**config.mk**
```make
export PLATFORM = sky130hd
export DESIGN_NAME = mbist_march_ctrl
export DESIGN_NICKNAME = d
export VERILOG_FILES = /design/src/rtl/mbist_march_ctrl.sv
export SDC_FILE = /design/constraint.sdc
export NUM_CORES = 1
export LEC_CHECK = 0
export CAP_MARGIN = 5
export CORE_UTILIZATION = 45
export CTS_BUF_LIST = sky130_fd_sc_hd__clkbuf_2
export CTS_CLUSTER_SIZE = 40
export DETAILED_ROUTE_END_ITERATION = 6
export PLACE_DENSITY = 0.73
export SLEW_MARGIN = 10
export SYNTH_ARGS = -nofsm -noshare
export SYNTH_HDL_FRONTEND = slang
export SYNTH_SLANG_ARGS = --single-unit
```
**constraint.sdc**
```tcl
create_clock -name clk -period 2.29 [get_ports clk]
set_input_delay 0.458 -clock clk [delete_from_list [all_inputs] [get_ports clk]]
set_output_delay 0.458 -clock clk [all_outputs]
set_load 0.005 [all_outputs]
```
**src/rtl/mbist_march_ctrl.sv**
```systemverilog
// mbist_march_ctrl: March C- BIST controller issuing one op per clock to a memory with 1-cycle wdata skew and 2-cycle read latency
// Ports: clk, rst_n (async active-low); start/busy/done/fail run control and status;
// fail_addr/fail_elem/fail_data first-miscompare diagnostics; mem_write_read/mem_address/mem_wdata drive the memory, mem_rdata returns from it.
module mbist_march_ctrl #(
  parameter int DATA_WIDTH   = 8,
  parameter int ADDR_WIDTH   = 4,
  parameter int CAPACITY     = 15,
  parameter int STOP_ON_FAIL = 0
) (
  input  logic                  clk,
  input  logic                  rst_n,
  input  logic                  start,
  output logic                  busy,
  output logic                  done,
  output logic                  fail,
  output logic [ADDR_WIDTH-1:0] fail_addr,
  output logic [2:0]            fail_elem,
  output logic [DATA_WIDTH-1:0] fail_data,
  output logic                  mem_write_read,
  output logic [ADDR_WIDTH-1:0] mem_address,
  output logic [DATA_WIDTH-1:0] mem_wdata,
  input  logic [DATA_WIDTH-1:0] mem_rdata
);
  localparam logic [ADDR_WIDTH-1:0] CAP = ADDR_WIDTH'(CAPACITY);
  typedef enum logic [1:0] {IDLE, RUN, DRAIN, DONE} state_t;
  state_t state, state_nxt;
  // e/a/ph: position of the op to present at the next issuing edge
  logic [2:0] e, e_s;
  logic [ADDR_WIDTH-1:0] a, a_s;
  logic ph, ph_s;
  logic two, two_s, desc, end_addr, last_op, op_wr, op_dat, dat_s;
  logic accept, issue, miscmp, abort;
  logic cur_rd, cur_exp;
  logic [2:0] cur_elem;
  logic p0_v, p0_x, p1_v, p1_x;
  logic [ADDR_WIDTH-1:0] p0_a, p1_a;
  logic [2:0] p0_e, p1_e;
  always_comb begin
    two      = e != 3'd0 && e != 3'd5;
    desc     = e == 3'd3 || e == 3'd4;
    end_addr = desc ? a == '0 : a == CAP;
    last_op  = e == 3'd5 && end_addr;
    op_wr    = e == 3'd0 || (two && ph);
    // elements 1..4 alternate backgrounds; odd elements start with r0, even with r1
    op_dat   = two && (ph ^ ~e[0]);
    ph_s     = two && !ph;
    e_s      = (!ph_s && end_addr) ? (last_op ? 3'd0 : e + 3'd1) : e;
    a_s      = ph_s ? a : !end_addr ? (desc ? a - 1'b1 : a + 1'b1) : (e == 3'd2 || e == 3'd3) ? CAP : '0;
    two_s    = e_s != 3'd0 && e_s != 3'd5;
    // wdata leads by one op, so it carries the successor's data
    dat_s    = two_s && (ph_s ^ ~e_s[0]);
    miscmp   = p1_v && mem_rdata != {DATA_WIDTH{p1_x}};
    abort    = STOP_ON_FAIL != 0 && miscmp;
    accept   = start && (state == IDLE || state == DONE);
    issue    = (accept || state == RUN) && !abort;
    state_nxt = abort ? DONE
              : accept ? RUN
              : (state == RUN && last_op) ? DRAIN
              : (state == DRAIN && !cur_rd && !p0_v) ? DONE
              : state;
  end
  always_ff @(posedge clk or negedge rst_n) begin
    if (!rst_n) state <= IDLE;
    else state <= state_nxt;
  end
  always_ff @(posedge clk or negedge rst_n) begin
    if (!rst_n) begin
      e <= '0;
      a <= '0;
      ph <= 1'b0;
      mem_write_read <= 1'b0;
      mem_address <= '0;
      mem_wdata <= '0;
      cur_rd <= 1'b0;
      cur_exp <= 1'b0;
      cur_elem <= '0;
      p0_v <= 1'b0;
      p0_x <= 1'b0;
      p0_a <= '0;
      p0_e <= '0;
      p1_v <= 1'b0;
      p1_x <= 1'b0;
      p1_a <= '0;
      p1_e <= '0;
      busy <= 1'b0;
      done <= 1'b0;
      fail <= 1'b0;
      fail_addr <= '0;
      fail_elem <= '0;
      fail_data <= '0;
    end else begin
      e <= issue ? e_s : '0;
      a <= issue ? a_s : '0;
      ph <= issue && ph_s;
      mem_write_read <= issue && op_wr;
      mem_address <= issue ? a : '0;
      mem_wdata <= {DATA_WIDTH{issue && dat_s}};
      cur_rd <= issue && !op_wr;
      cur_exp <= op_dat;
      cur_elem <= e;
      // entries enter when the memory samples the read, so stage 1 lines up with rdata
      p0_v <= cur_rd && !abort;
      p0_x <= cur_exp;
      p0_a <= mem_address;
      p0_e <= cur_elem;
      p1_v <= p0_v && !abort;
      p1_x <= p0_x;
      p1_a <= p0_a;
      p1_e <= p0_e;
      busy <= state_nxt == RUN || state_nxt == DRAIN;
      done <= state_nxt == DONE;
      fail <= !accept && (fail || miscmp);
      if (accept) begin
        fail_addr <= '0;
        fail_elem <= '0;
        fail_data <= '0;
      end else if (miscmp && !fail) begin
        fail_addr <= p1_a;
        fail_elem <= p1_e;
        fail_data <= mem_rdata;
      end
    end
  end
endmodule

```
; ---- Word-level counts from Yosys, hierarchy flattened
; Index checks and enable logic that the tools add are counted.
[op_classes]
n_addsub = 3
multipliers = 0
n_div = 0
magnitude_cmp = 0
n_eq_ne = 15
shift = 0
muxes = 19
n_bitwise = 4
reduce_logical = 39
[ops]
columns = cell, count
row1 = 4-bit two-way mux, 8
row2 = 1-bit logical AND, 19
row3 = 8-bit two-way mux, 2
row4 = 3-bit two-way mux, 5
row5 = 2-bit == test (second input constant), 4
row6 = 8-bit != test, 1
row7 = 1-bit logical NOT, 7
row8 = 1-bit logical OR, 7
row9 = 3-bit by 2-bit == test with 1-bit output (second input constant), 2
row10 = 3-bit == test (second input constant), 2
row11 = 2-bit two-way mux, 3
row12 = 3-bit != test (second input constant), 2
row13 = 3-bit nonzero test, 2
row14 = 4-bit by 1-bit adder with 4-bit output (second input constant), 1
row15 = 2-bit by 1-bit == test with 1-bit output (second input constant), 2
row16 = 4-bit == test (second input constant), 1
row17 = 4-bit logical NOT, 1
row18 = 4-bit by 1-bit subtractor with 4-bit output (second input constant), 1
row19 = 3-bit by 1-bit adder with 3-bit output (second input constant), 1
row20 = 3-bit logical NOT, 1
row21 = 2-bit logical NOT, 1
row22 = 2-bit != test (second input constant), 1
row23 = 1-bit NOT, 2
row24 = 2-bit nonzero test, 1
row25 = 2 further kinds, 3
[word_totals]
register_bits = 57
latchBits = 0
ram_bits = 0
rom_bits = 0
out_inout_bits = 31
memories = 0

; ---- Depth between registers and ports, before layout
; Gate-level depths: netlist of run 1.
[depth]
depth_word = 10
mapped_depth = 10
mapped_depth_nobuf = 9

; ---- Worst setup path before layout of run 1
; Ideal clock, no wire load.
[synth_timing]
path_kind = reg-to-reg
startpoint = reg e[0]
endpoint = reg a[3]
setup_time_ns = 0.136
arrival_ns = 2.367
setup_slack_ns = -0.213
path_stages_with_launch = 11
period_less_slack_ns = 2.503
cell_sequence = dfrtp_1 clkbuf_1 inv_1 ha_1 mux2_4 ha_1 a21o_1 a21oi_1 mux2_2 o21ai_0 a21oi_1
[synth_via]
elab_chain_cells = 6
[synth_lines]
columns = item, line
row1 = start: declaration, 28  ; logic [2:0] e, e_s;
row2 = start signal: assignment, 92  ; e <= issue ? e_s : '0;
row3 = 3-bit by 2-bit == test with 1-bit output (tied with other cells), "40, 48"
row4 = "1-bit logical OR, on equally long branches", "40, 48"
row5 = 4-bit two-way mux / 1-bit two-way mux (equally long branches), "48, 41"
row6 = 4-bit two-way mux (2 in a row), 48  ; a_s = ph_s ? a : !end_addr ? (desc ? a - 1'b1 : a + 1'b1) : (e == 3'd2 || e == 3'd3) ? CAP : '0;
row7 = 4-bit two-way mux, 93  ; a <= issue ? a_s : '0;
row8 = end signal: assignment, 93
row9 = end: declaration, 29  ; logic [ADDR_WIDTH-1:0] a, a_s;
; Parallel ways exist; a longest one is shown, timed or not. The select of a mux whose other input is x is not followed.
; A chain may end at the register's enable or synchronous reset.

; ---- Worst setup path after layout of run 1
[layout_timing]
startpoint = in mem_rdata[5]
endpoint = reg fail_addr[0]
[layout_via]
elab_chain_cells = 4
[layout_lines]
columns = item, line
row1 = start: declaration, 22  ; input logic [DATA_WIDTH-1:0] mem_rdata
row2 = 8-bit != test, 52  ; miscmp = p1_v && mem_rdata != {DATA_WIDTH{p1_x}};
row3 = 1-bit logical AND, 52
row4 = 1-bit logical AND, 117  ; end else if (miscmp && !fail) begin
row5 = 2-bit nonzero test (no source line), --
row6 = end signal: assignment, 118  ; fail_addr <= p1_a;
row7 = end: declaration, 16  ; output logic [ADDR_WIDTH-1:0] fail_addr,
; Every way passes these cells.

==> results of run 1 <==
cells in the final DEF, fill, tap and decap left out, types with 2 or more instances in the layout:
cell type	instances
dfrtp_1	56
clkdlybuf4s50_1	40
nor2_1	37
buf_4	16
mux2i_1	15
clkbuf_2	12
inv_1	7
a21oi_1	6
nor2b_1	5
nor3_1	5
ha_1	5
nand2_1	4
o21ai_0	4
a211oi_1	3
nand3_1	3
mux2_4	2
or2_2	2
mux2_2	2
a22oi_1	2
nor3b_1	2
ha_2	2
bufinv_16	2
clkinv_1	2
where the power goes:
group / switching (mW) / total [mW] / internal, mW
Combinational: 0.506 / 1.17 / 0.668
Clock: 0.337 / 0.707 / 0.370
Sequential: 0.199 / 1.53 / 1.33
Total: 1.04 / 3.41 / 2.37
area by class of cell:
type | instances | area share
sequential | 57 | 0.458
multi-input combinational | 123 | 0.286
timing repair buffer | 59 | 0.178
tap | 70 | 0.0281
clock inverter | 4 | 0.0217
clock buffer | 12 | 0.0193
inverter | 8 | 0.00963
state kept, by name, summed over array words and instances (netlist names), 2 cells and up:
name         cells
fail_addr        4
p1_a             4
p1_e             3
state            2
p0_e             3
fail_data        8
e                3
mem_address      4
cur_elem         3
fail_elem        3
p0_a             4
a                4
cells by family (layout without fill, tap and decap cells):
| group | count (synthesis) | in the layout |
|---|---|---|
| buf+inv | 22 | 83 |
| fa+ha+maj | 9 | 9 |
| mux | 20 | 20 |
| compound gates | 25 | 25 |
| xor+xnor | 2 | 2 |
| simple gates | 67 | 67 |
| flops | 57 | 57 |
repair_timing:
item | 4_1_cts | 5_1_grt
endpoints found under the hold margin | 25 | 0
cloned | 0 | 0
hold buffers | 1 | 0
pin swaps | 0 | 2
setup buffers | 2 | 5
gates resized for setup | 0 | 5
setup endpoints to repair | 1 | 6
stage by stage:
step	setup slack [ps]	instances
final	105	333
after global placement	-402	309
after floorplan	12.4	202
after detailed placement	-454	309
after CTS	5.19	328
after global routing	23.7	333
worst register-to-register path, stage by stage, from the launching register on:
cell,delay (ps)
dfrtp_1,440
inv_2,70
ha_2,180
mux2_4,290
ha_4,210
a21o_1,180
a21oi_2,200
mux2_4,320
o21ai_2,100
a21oi_1,80
worst min path at each step:
| stage | end | slack, ps | cells after the start |
|---|---|---|---|
| after floorplan | a[0]$_DFFE_PN0N_ | 160 | 0 |
| after global placement | p0_x$_DFF_PN0_ | 330 | 0 |
| after detailed placement | p0_e[1]$_DFF_PN0_ | 330 | 0 |
| after CTS | p1_e[0]$_DFF_PN0_ | 360 | 0 |
| after global routing | p1_e[1]$_DFF_PN0_ | 360 | 0 |
| final | p1_e[0]$_DFF_PN0_ | 350 | 0 |
metal layers:
metal	share of wire	track usage	vias up
met1	0.45	0.208	806
li1	-	-	794
met5	0	0	-
met4	0.0039	0.0692	0
met2	0.49	0.288	42
met3	0.057	0.0776	2
==> flow_summary_export.csv, run 1 <==
group,metric,value,unit
power_and_ir_drop,p_leak,1.41,nW
synthesis,yosysWarnings,0,
status,status,"finished clean",
layout,seq_area,1430,um2
worst_setup_path,critPathLaunch,"mem_rdata[5]",
synthesis,synth_cell_type_count,42,
detailed_routing,drtPass1Iterations,4,
placement,place_area,2910,um2
clock_tree,numCtsBuffers,9,
clock_tree,clock_path_buffers,2,
detailed_routing,viasPerCell,4.94,
layout,fillCellCount,406,
worst_setup_path,start_kind,"input port",
synthesis,synth_top_family_by_area,"simple AND/OR/NAND/NOR gates",
timing,rsz0062_at_grt,"no",
synthesis,netlist_instances,202,
floorplanning,rows,26,
global_routing,grt-ovfl-total,0,
synthesis,synth_xor_area_frac,0.00731,
layout,fin_area,3120,um2
clock_tree,cts_max_level,3,
floorplanning,die_w,75.0,um
placement,detailed_place_hpwl,3.01,mm
detailed_routing,drt_iter0_markers,55,
synthesis,synthFlopType,"dfrtp_1",
floorplanning,ioPinCount,42,
global_routing,grt_max_degree,33,
detailed_routing,final_antenna_net_count,0,
power_and_ir_drop,power-per-cell-area,1090,nW/um2
detailed_routing,avgRoutedWirePerCell,13.2,um
synthesis,syn-mean-instance-area,11.9,um2
synthesis,yosysTopAreaCell,"dfrtp_1",
worst_setup_path,path_cells,"clkdlybuf4s50_1, nand3_1, nor3_1, nor4bb_4, buf_4, mux2i_1, nor2_1",
timing,final-hold-violation-count,0,
global_routing,track_usage,0.177,
timing,final_max_slew_viol_count,0,
worst_setup_path,cpMaxStageDelayCell,"nor4bb_4",
placement,gp_congestion,0.879,
global_routing,antenna_found_initial,0,
clock_tree,root_buffer,"clkbuf_2",
clock_tree,cts_sinks,57,
global_routing,grt_pass1_wl,7.13,mm
clock_tree,clk_pin_slew_worst_paths,150,ps
timing,hold_ws,354,ps
worst_setup_path,reg2reg_setup_slack,130,ps
timing,final.min_clock_period,2190,ps
timing,timing.final.crit_share,0.954,
synthesis,synth-async-reset-ratio,1.00,
worst_setup_path,critical_path_peak_fanout,13,
worst_setup_path,worstReg2RegStart,"e[1]$_DFF_PN0_",
worst_setup_path,cp-endpoint,"fail_addr[0]$_DFFE_PN0P_",
worst_setup_path,slowest_delay,920,ps
worst_setup_path,crit_type,"in -> reg",
layout,drive_above_1_share,0.190,
layout,multi_input_area,891,um2
worst_setup_path,crit_family,"simple AND/OR/NAND/NOR gates",
layout,fin_util,0.611,
timing,tns,0,ps
clock_tree,cts_tree,"built",
detailed_routing,drc_errors,0,
synthesis,synth_seq_area_share,0.596,
hold_path,hold_start,"p0_e[0]$_DFF_PN0_",
power_and_ir_drop,irDropWorstVdd,0.591,mV
worst_setup_path,cp.depth,7,
worst_setup_path,worst_ep_required_time,2660,ps
clock_tree,clkLatencyLatePin,460,ps
timing,slew_headroom,0.286,
timing,tightest_slew,1070,ps
worst_setup_path,critPathBufInv,2,
worst_setup_path,worst_ep_arrival_time,2550,ps
synthesis,synthAdderAreaFrac,0.0502,
synthesis,synth-compound-area-share,0.0674,
synthesis,synth_simple_gate_area_frac,0.136,
synthesis,synth_top_area_frac,0.596,
worst_setup_path,worstSetupEndpointType,"register",
timing,finClkSkew,26.3,ps
timing,setup_viol,0,
hold_path,hold_path_class,"reg -> reg",
placement,io_buffers,41,
global_routing,first_global_vias,1629,
worst_setup_path,reg2reg_to,"a[3]$_DFFE_PN0N_",
synthesis,synth.area.top_cells,"dfrtp_1, mux2i_1, nor2_1",
synthesis,synthTopCellsByCount,"dfrtp_1, nor2_1, mux2i_1",
floorplanning,die_y,75.0,um
synthesis,synth_most_common_cell,"dfrtp_1",
job,max-cap-violations,0,
layout,layout.nets,278,
detailed_routing,wirelength,4.41,mm
floorplanning,initial_core_util,0.469,
synthesis,muxShareOfSynthArea,0.0925,
layout,syn2layout_area_growth,30.3,%
floorplanning,coreArea,5110,um2
synthesis,synth-edff-count,0,
worst_setup_path,ff2ff_path_depth,9,
layout,antenna_cells,0,
floorplanning,die_area,5620,um2
timing,fmax,0.458,GHz
power_and_ir_drop,power,3.41,mW
synthesis,synth_area,2390,um2
detailed_routing,vias,1644,
synthesis,synth_fp_nets,222,
synthesis,ys_ff_latch,57,
No activity file was read; power rests on OpenSTA's default activity.
==> run 2: changes to the inputs <==
==> constraint.sdc (replaced) <==
create_clock -name clk -period 2.29 [get_ports clk]
set_input_delay 0.5725 -clock clk [delete_from_list [all_inputs] [get_ports clk]]
set_output_delay 0.5725 -clock clk [all_outputs]
set_load 0.005 [all_outputs]
==> flow_summary_export.csv, run 2 (synthesis gave the netlist of run 1 again) <==
group,metric,value,unit
status,status,"finished clean",
global_routing,grt-ovfl-total,0,
layout,syn2layout_area_growth,28.0,%
clock_tree,cts_sinks,57,
timing,final_max_slew_viol_count,0,
detailed_routing,wl_met3,194,um
clock_tree,clkLatencyLatePin,460,ps
layout,layout_commonest_cell,"dfrtp_1",
placement,gp_congestion,0.889,
detailed_routing,final_antenna_net_count,0,
layout,fillCellCount,419,
worst_setup_path,reg2reg_setup_slack,50,ps
worst_setup_path,timing.critical_path.mode_cell,"mux2_4",
worst_setup_path,start_kind,"register",
global_routing,first_global_vias,1503,
hold_path,hold_path_class,"in -> async",
timing,fmax,0.447,GHz
clock_tree,clk_pin_slew_worst_paths,160,ps
power_and_ir_drop,irDropWorstVdd,0.481,mV
worst_setup_path,crit_type,"reg -> reg",
detailed_routing,drc_errors,0,
detailed_routing,vias,1653,
floorplanning,die_y,75.0,um
placement,dp_cells,312,
worst_setup_path,cpMaxStageDelayCell,"dfrtp_1",
layout,largest_register,"fail_data",
timing,final-hold-violation-count,0,
power_and_ir_drop,power-per-cell-area,1080,nW/um2
clock_tree,cts_hold_buf,0,
detailed_routing,viasPerCell,5.01,
detailed_routing,top_layer_used,"met4",
layout,antenna_cells,0,
global_routing,antenna_found_initial,0,
clock_tree,cts_tree,"built",
detailed_routing,drtPass1Iterations,4,
global_routing,grt_pass1_wl,7.11,mm
floorplanning,coreArea,5110,um2
worst_setup_path,reg2reg_to,"a[3]$_DFFE_PN0N_",
worst_setup_path,critPathBufInv,0,
global_routing,track_usage,0.178,
timing,final.min_clock_period,2240,ps
detailed_routing,drt_iter0_markers,86,
worst_setup_path,worst_ep_arrival_time,2610,ps
layout,fin_area,3060,um2
timing,setup_viol,0,
clock_tree,numCtsBuffers,9,
worst_setup_path,ff2ff_path_depth,8,
worst_setup_path,crit_family,"multiplexers",
timing,timing.final.crit_share,0.977,
worst_setup_path,worstSetupEndpointType,"register",
worst_setup_path,slowest_delay,450,ps
worst_setup_path,path_cells,"ha_2, mux2_4, ha_1, a21o_1, a21oi_2, mux2_4, o21ai_1, a21oi_1",
layout,fin_util,0.600,
detailed_routing,wl_met2,2.19,mm
floorplanning,ioPinCount,42,
clock_tree,cts_max_level,3,
worst_setup_path,worst_ep_required_time,2660,ps
layout,layout.nets,276,
timing,finClkSkew,22.9,ps
timing,slew_headroom,0.635,
detailed_routing,avgRoutedWirePerCell,13.7,um
power_and_ir_drop,p_leak,1.39,nW
floorplanning,die_w,75.0,um
floorplanning,initial_core_util,0.469,
placement,io_buffers,41,
clock_tree,root_buffer,"clkbuf_2",
layout,largest_reg_flops,8,
placement,place_area,2930,um2
worst_setup_path,worstReg2RegStart,"e[0]$_DFF_PN0_",
layout,final_cell_count_no_fill,330,
layout,layout_common_cells,"dfrtp_1, clkdlybuf4s50_1, nor2_1, mux2i_1, buf_4",
worst_setup_path,critical_path_peak_fanout,5,
clock_tree,clock_path_buffers,2,
global_routing,grt_max_degree,35,
detailed_routing,met1_length,2.05,mm
detailed_routing,wirelength,4.53,mm
layout,drive_above_1_share,0.177,
timing,tightest_slew,547,ps
floorplanning,rows,26,
worst_setup_path,critPathLaunch,"e[0]$_DFF_PN0_",
job,max-cap-violations,0,
placement,detailed_place_hpwl,3.11,mm
floorplanning,die_area,5620,um2
power_and_ir_drop,power,3.30,mW
## run 2: final cells by class
type,count,area [um2],share of cell area
tap,70,87.6,0.0286
multi-input combinational,123,885,0.289
sequential,57,1430,0.465
clock inverter,5,47.5,0.0155
clock buffer,10,50.0,0.0163
inverter,8,30.0,0.00980
timing repair buffer,57,538,0.176
## run 2: report_power, final
group,internal [mW],switching [mW]
combinational,0.664,0.505
sequential,1.33,0.206
clock,0.241,0.347
total,2.24,1.06
## run 2: metrics by stage
| stage | setup slack [ps] | setup TNS [ps] | hold WS (ps) |
|---|---|---|---|
| after floorplan | 12.4 | 0 | 277 |
| after CTS | 56.5 | 0 | 49.3 |
| after global placement | 87.3 | 0 | 331 |
| after global routing | -69.0 | -69.0 | 22.5 |
| after detailed placement | 32.1 | 0 | 335 |
| final | 52.9 | 0 | 59.7 |
## run 2: routing by layer
layer	GRT usage	vias to the layer above
met5	0	-
met4	0.105	0
met3	0.0535	11
met2	0.265	40
met1	0.230	807
li1	-	795
## run 2: timing repair
action                                  CTS  global route
buffers inserted                          0             3
gates resized for setup                   0             4
endpoints found under the setup margin    0             2
## run 2: worst max path at each step
| stage | to | slack [ps] | depth (start not counted) |
|---|---|---|---|
| 5_1_grt | a[3]$_DFFE_PN0N_ | -70 | 10 |
| 4_1_cts | a[3]$_DFFE_PN0N_ | 60 | 9 |
| 3_3_place_gp | fail_data[0]$_DFFE_PN0P_ | 90 | 8 |
| 6_report | a[3]$_DFFE_PN0N_ | 50 | 8 |
| 3_5_place_dp | fail_data[0]$_DFFE_PN0P_ | 30 | 8 |
| 2_1_floorplan | a[3]$_DFFE_PN0N_ | 10 | 10 |
==> run 3: changes to the inputs <==
--- a/config.mk
+++ b/config.mk
@@ -6,11 +6,13 @@
 export NUM_CORES = 1
 export LEC_CHECK = 0
 export CAP_MARGIN = 5
-export CORE_UTILIZATION = 45
+export CELL_PAD_IN_SITES_DETAIL_PLACEMENT = 0
+export CELL_PAD_IN_SITES_GLOBAL_PLACEMENT = 1
+export CORE_UTILIZATION = 39
 export CTS_BUF_LIST = sky130_fd_sc_hd__clkbuf_2
 export CTS_CLUSTER_SIZE = 40
 export DETAILED_ROUTE_END_ITERATION = 6
-export PLACE_DENSITY = 0.73
+export PLACE_DENSITY_LB_ADDON = 0.1
 export SLEW_MARGIN = 10
 export SYNTH_ARGS = -nofsm -noshare
 export SYNTH_HDL_FRONTEND = slang
==> flow_summary_export.csv, run 3 (synthesis gave the netlist of run 1 again) <==
group,metric,value,unit
status,status,"finished clean",
layout,layout.nets,273,
detailed_routing,avgRoutedWirePerCell,14.2,um
detailed_routing,drc_errors,0,
hold_path,hold_path_class,"in -> async",
floorplanning,initial_core_util,0.404,
timing,layout_setup_ws,98.9,ps
clock_tree,numCtsBuffers,9,
detailed_routing,drtPass1Iterations,4,
detailed_routing,drt_iter0_markers,48,
worst_setup_path,critPathLaunch,"e[0]$_DFF_PN0_",
timing,slew_headroom,0.657,
layout,layout_common_cells,"dfrtp_1, clkdlybuf4s50_1, nor2_1, mux2i_1, buf_4",
global_routing,grt-ovfl-total,0,
worst_setup_path,reg2reg_setup_slack,100,ps
layout,antenna_cells,0,
timing,final-hold-violation-count,0,
worst_setup_path,crit_type,"reg -> reg",
worst_setup_path,timing.critical_path.mode_cell,"buf_4",
power_and_ir_drop,irDropWorstVdd,0.487,mV
floorplanning,coreArea,5920,um2
worst_setup_path,worst_ep_arrival_time,2550,ps
clock_tree,cts_sinks,57,
clock_tree,clock_path_buffers,2,
worst_setup_path,slowest_delay,450,ps
floorplanning,ioPinCount,42,
timing,tightest_slew,511,ps
placement,place_area,2930,um2
placement,gp_congestion,0.936,
global_routing,antenna_found_initial,0,
timing,timing.final.crit_share,0.957,
global_routing,first_global_vias,1617,
clock_tree,clk_pin_slew_worst_paths,170,ps
power_and_ir_drop,p_leak,1.42,nW
clock_tree,root_buffer,"clkbuf_2",
clock_tree,clkLatencyLatePin,440,ps
layout,fin_area,3170,um2
worst_setup_path,path_cells,"buf_4, buf_4, ha_2, mux2_2, or2_2, a22oi_1, a221oi_1, nor3_2",
layout,syn2layout_area_growth,32.3,%
layout,drive_above_1_share,0.198,
detailed_routing,final_antenna_net_count,0,
clock_tree,cts_tree,"built",
timing,final_max_slew_viol_count,0,
timing,final.min_clock_period,2190,ps
timing,setup_viol,0,
layout,largest_reg_flops,8,
floorplanning,die_w,80.4,um
global_routing,grt_max_degree,25,
detailed_routing,vias,1691,
worst_setup_path,worst_ep_required_time,2650,ps
layout,fillCellCount,508,
worst_setup_path,critPathBufInv,2,
placement,dp_slack,4.14,ps
worst_setup_path,worstSetupEndpointType,"register",
power_and_ir_drop,power-per-cell-area,1150,nW/um2
placement,dp_cells,314,
floorplanning,rows,28,
floorplanning,die_area,6460,um2
global_routing,grt_pass1_wl,7.55,mm
layout,final_cell_count_no_fill,333,
clock_tree,cts_max_level,3,
layout,layout_commonest_cell,"dfrtp_1",
detailed_routing,viasPerCell,5.08,
worst_setup_path,start_kind,"register",
placement,io_buffers,41,
global_routing,track_usage,0.160,
worst_setup_path,reg2reg_to,"mem_wdata[0]$_DFF_PN0_",
worst_setup_path,ff2ff_path_depth,8,
worst_setup_path,cpMaxStageDelayCell,"dfrtp_1",
floorplanning,die_y,80.4,um
placement,detailed_place_hpwl,3.38,mm
timing,finClkSkew,19.6,ps
worst_setup_path,critical_path_peak_fanout,6,
timing,fmax,0.456,GHz
job,max-cap-violations,0,
layout,largest_register,"fail_data",
detailed_routing,wirelength,4.73,mm
worst_setup_path,worstReg2RegStart,"e[0]$_DFF_PN0_",
worst_setup_path,crit_family,"simple AND/OR/NAND/NOR gates",
run 3: changes by cell type in the layout (fill, tap and decap cells not counted), moves of 2 or more:
cell,previous run,this run
buf_4,15,11
bufinv_16,1,4
clkinv_1,2,0
ha_1,6,4
run 3: report_power, final:
part | total (mW) | switching [mW] | internal, mW
Sequential | 1.54 | 0.210 | 1.33
Combinational | 1.18 | 0.510 | 0.665
Clock | 0.934 | 0.351 | 0.583
Total | 3.65 | 1.07 | 2.58
run 3: repair_timing:
item	CTS	global route
gates resized for setup	0	10
setup endpoints to repair	1	6
setup buffers	2	1
pin swaps	0	1
hold buffers	0	0
cloned	0	0
run 3: cell type report:
class | instances | area [um2] | share of cell area
multi-input combinational | 123 | 911 | 0.287
inverter | 8 | 30.0 | 0.00947
tap | 75 | 93.8 | 0.0296
sequential | 57 | 1430 | 0.450
clock inverter | 6 | 130 | 0.0411
timing repair buffer | 54 | 528 | 0.167
clock buffer | 10 | 50.0 | 0.0158
run 3: metal layers:
metal	routed length, um	part of all wire	track usage
met4	108	0.023	0.0929
met2	2330	0.49	0.246
met5	0	0	0
met3	192	0.041	0.0443
met1	2100	0.44	0.200
run 3: worst max-delay path by stage:
| stage | depth (start not counted) | slack, ps | to |
|---|---|---|---|
| after global routing | 8 | -1 | a[2]$_DFFE_PN0N_ |
| after global placement | 8 | 70 | fail_data[0]$_DFFE_PN0P_ |
| after CTS | 8 | 30 | a[3]$_DFFE_PN0N_ |
| final | 8 | 100 | mem_wdata[0]$_DFF_PN0_ |
| after detailed placement | 8 | 4 | fail_addr[1]$_DFFE_PN0P_ |
| after floorplan | 10 | 10 | a[3]$_DFFE_PN0N_ |
run 3: through the flow:
stage / TNS (ps) / total power [mW] / hold WS [ps] / util
2_1_floorplan: 0 / 2.14 / 277 / -
3_3_place_gp: 0 / 2.65 / 332 / 0.495
3_5_place_dp: 0 / 2.70 / 336 / 0.495
4_1_cts: 0 / 3.65 / 36.6 / 0.527
5_1_grt: -1.36 / 3.90 / 36.8 / 0.535
6_report: 0 / 3.65 / 73.7 / 0.535
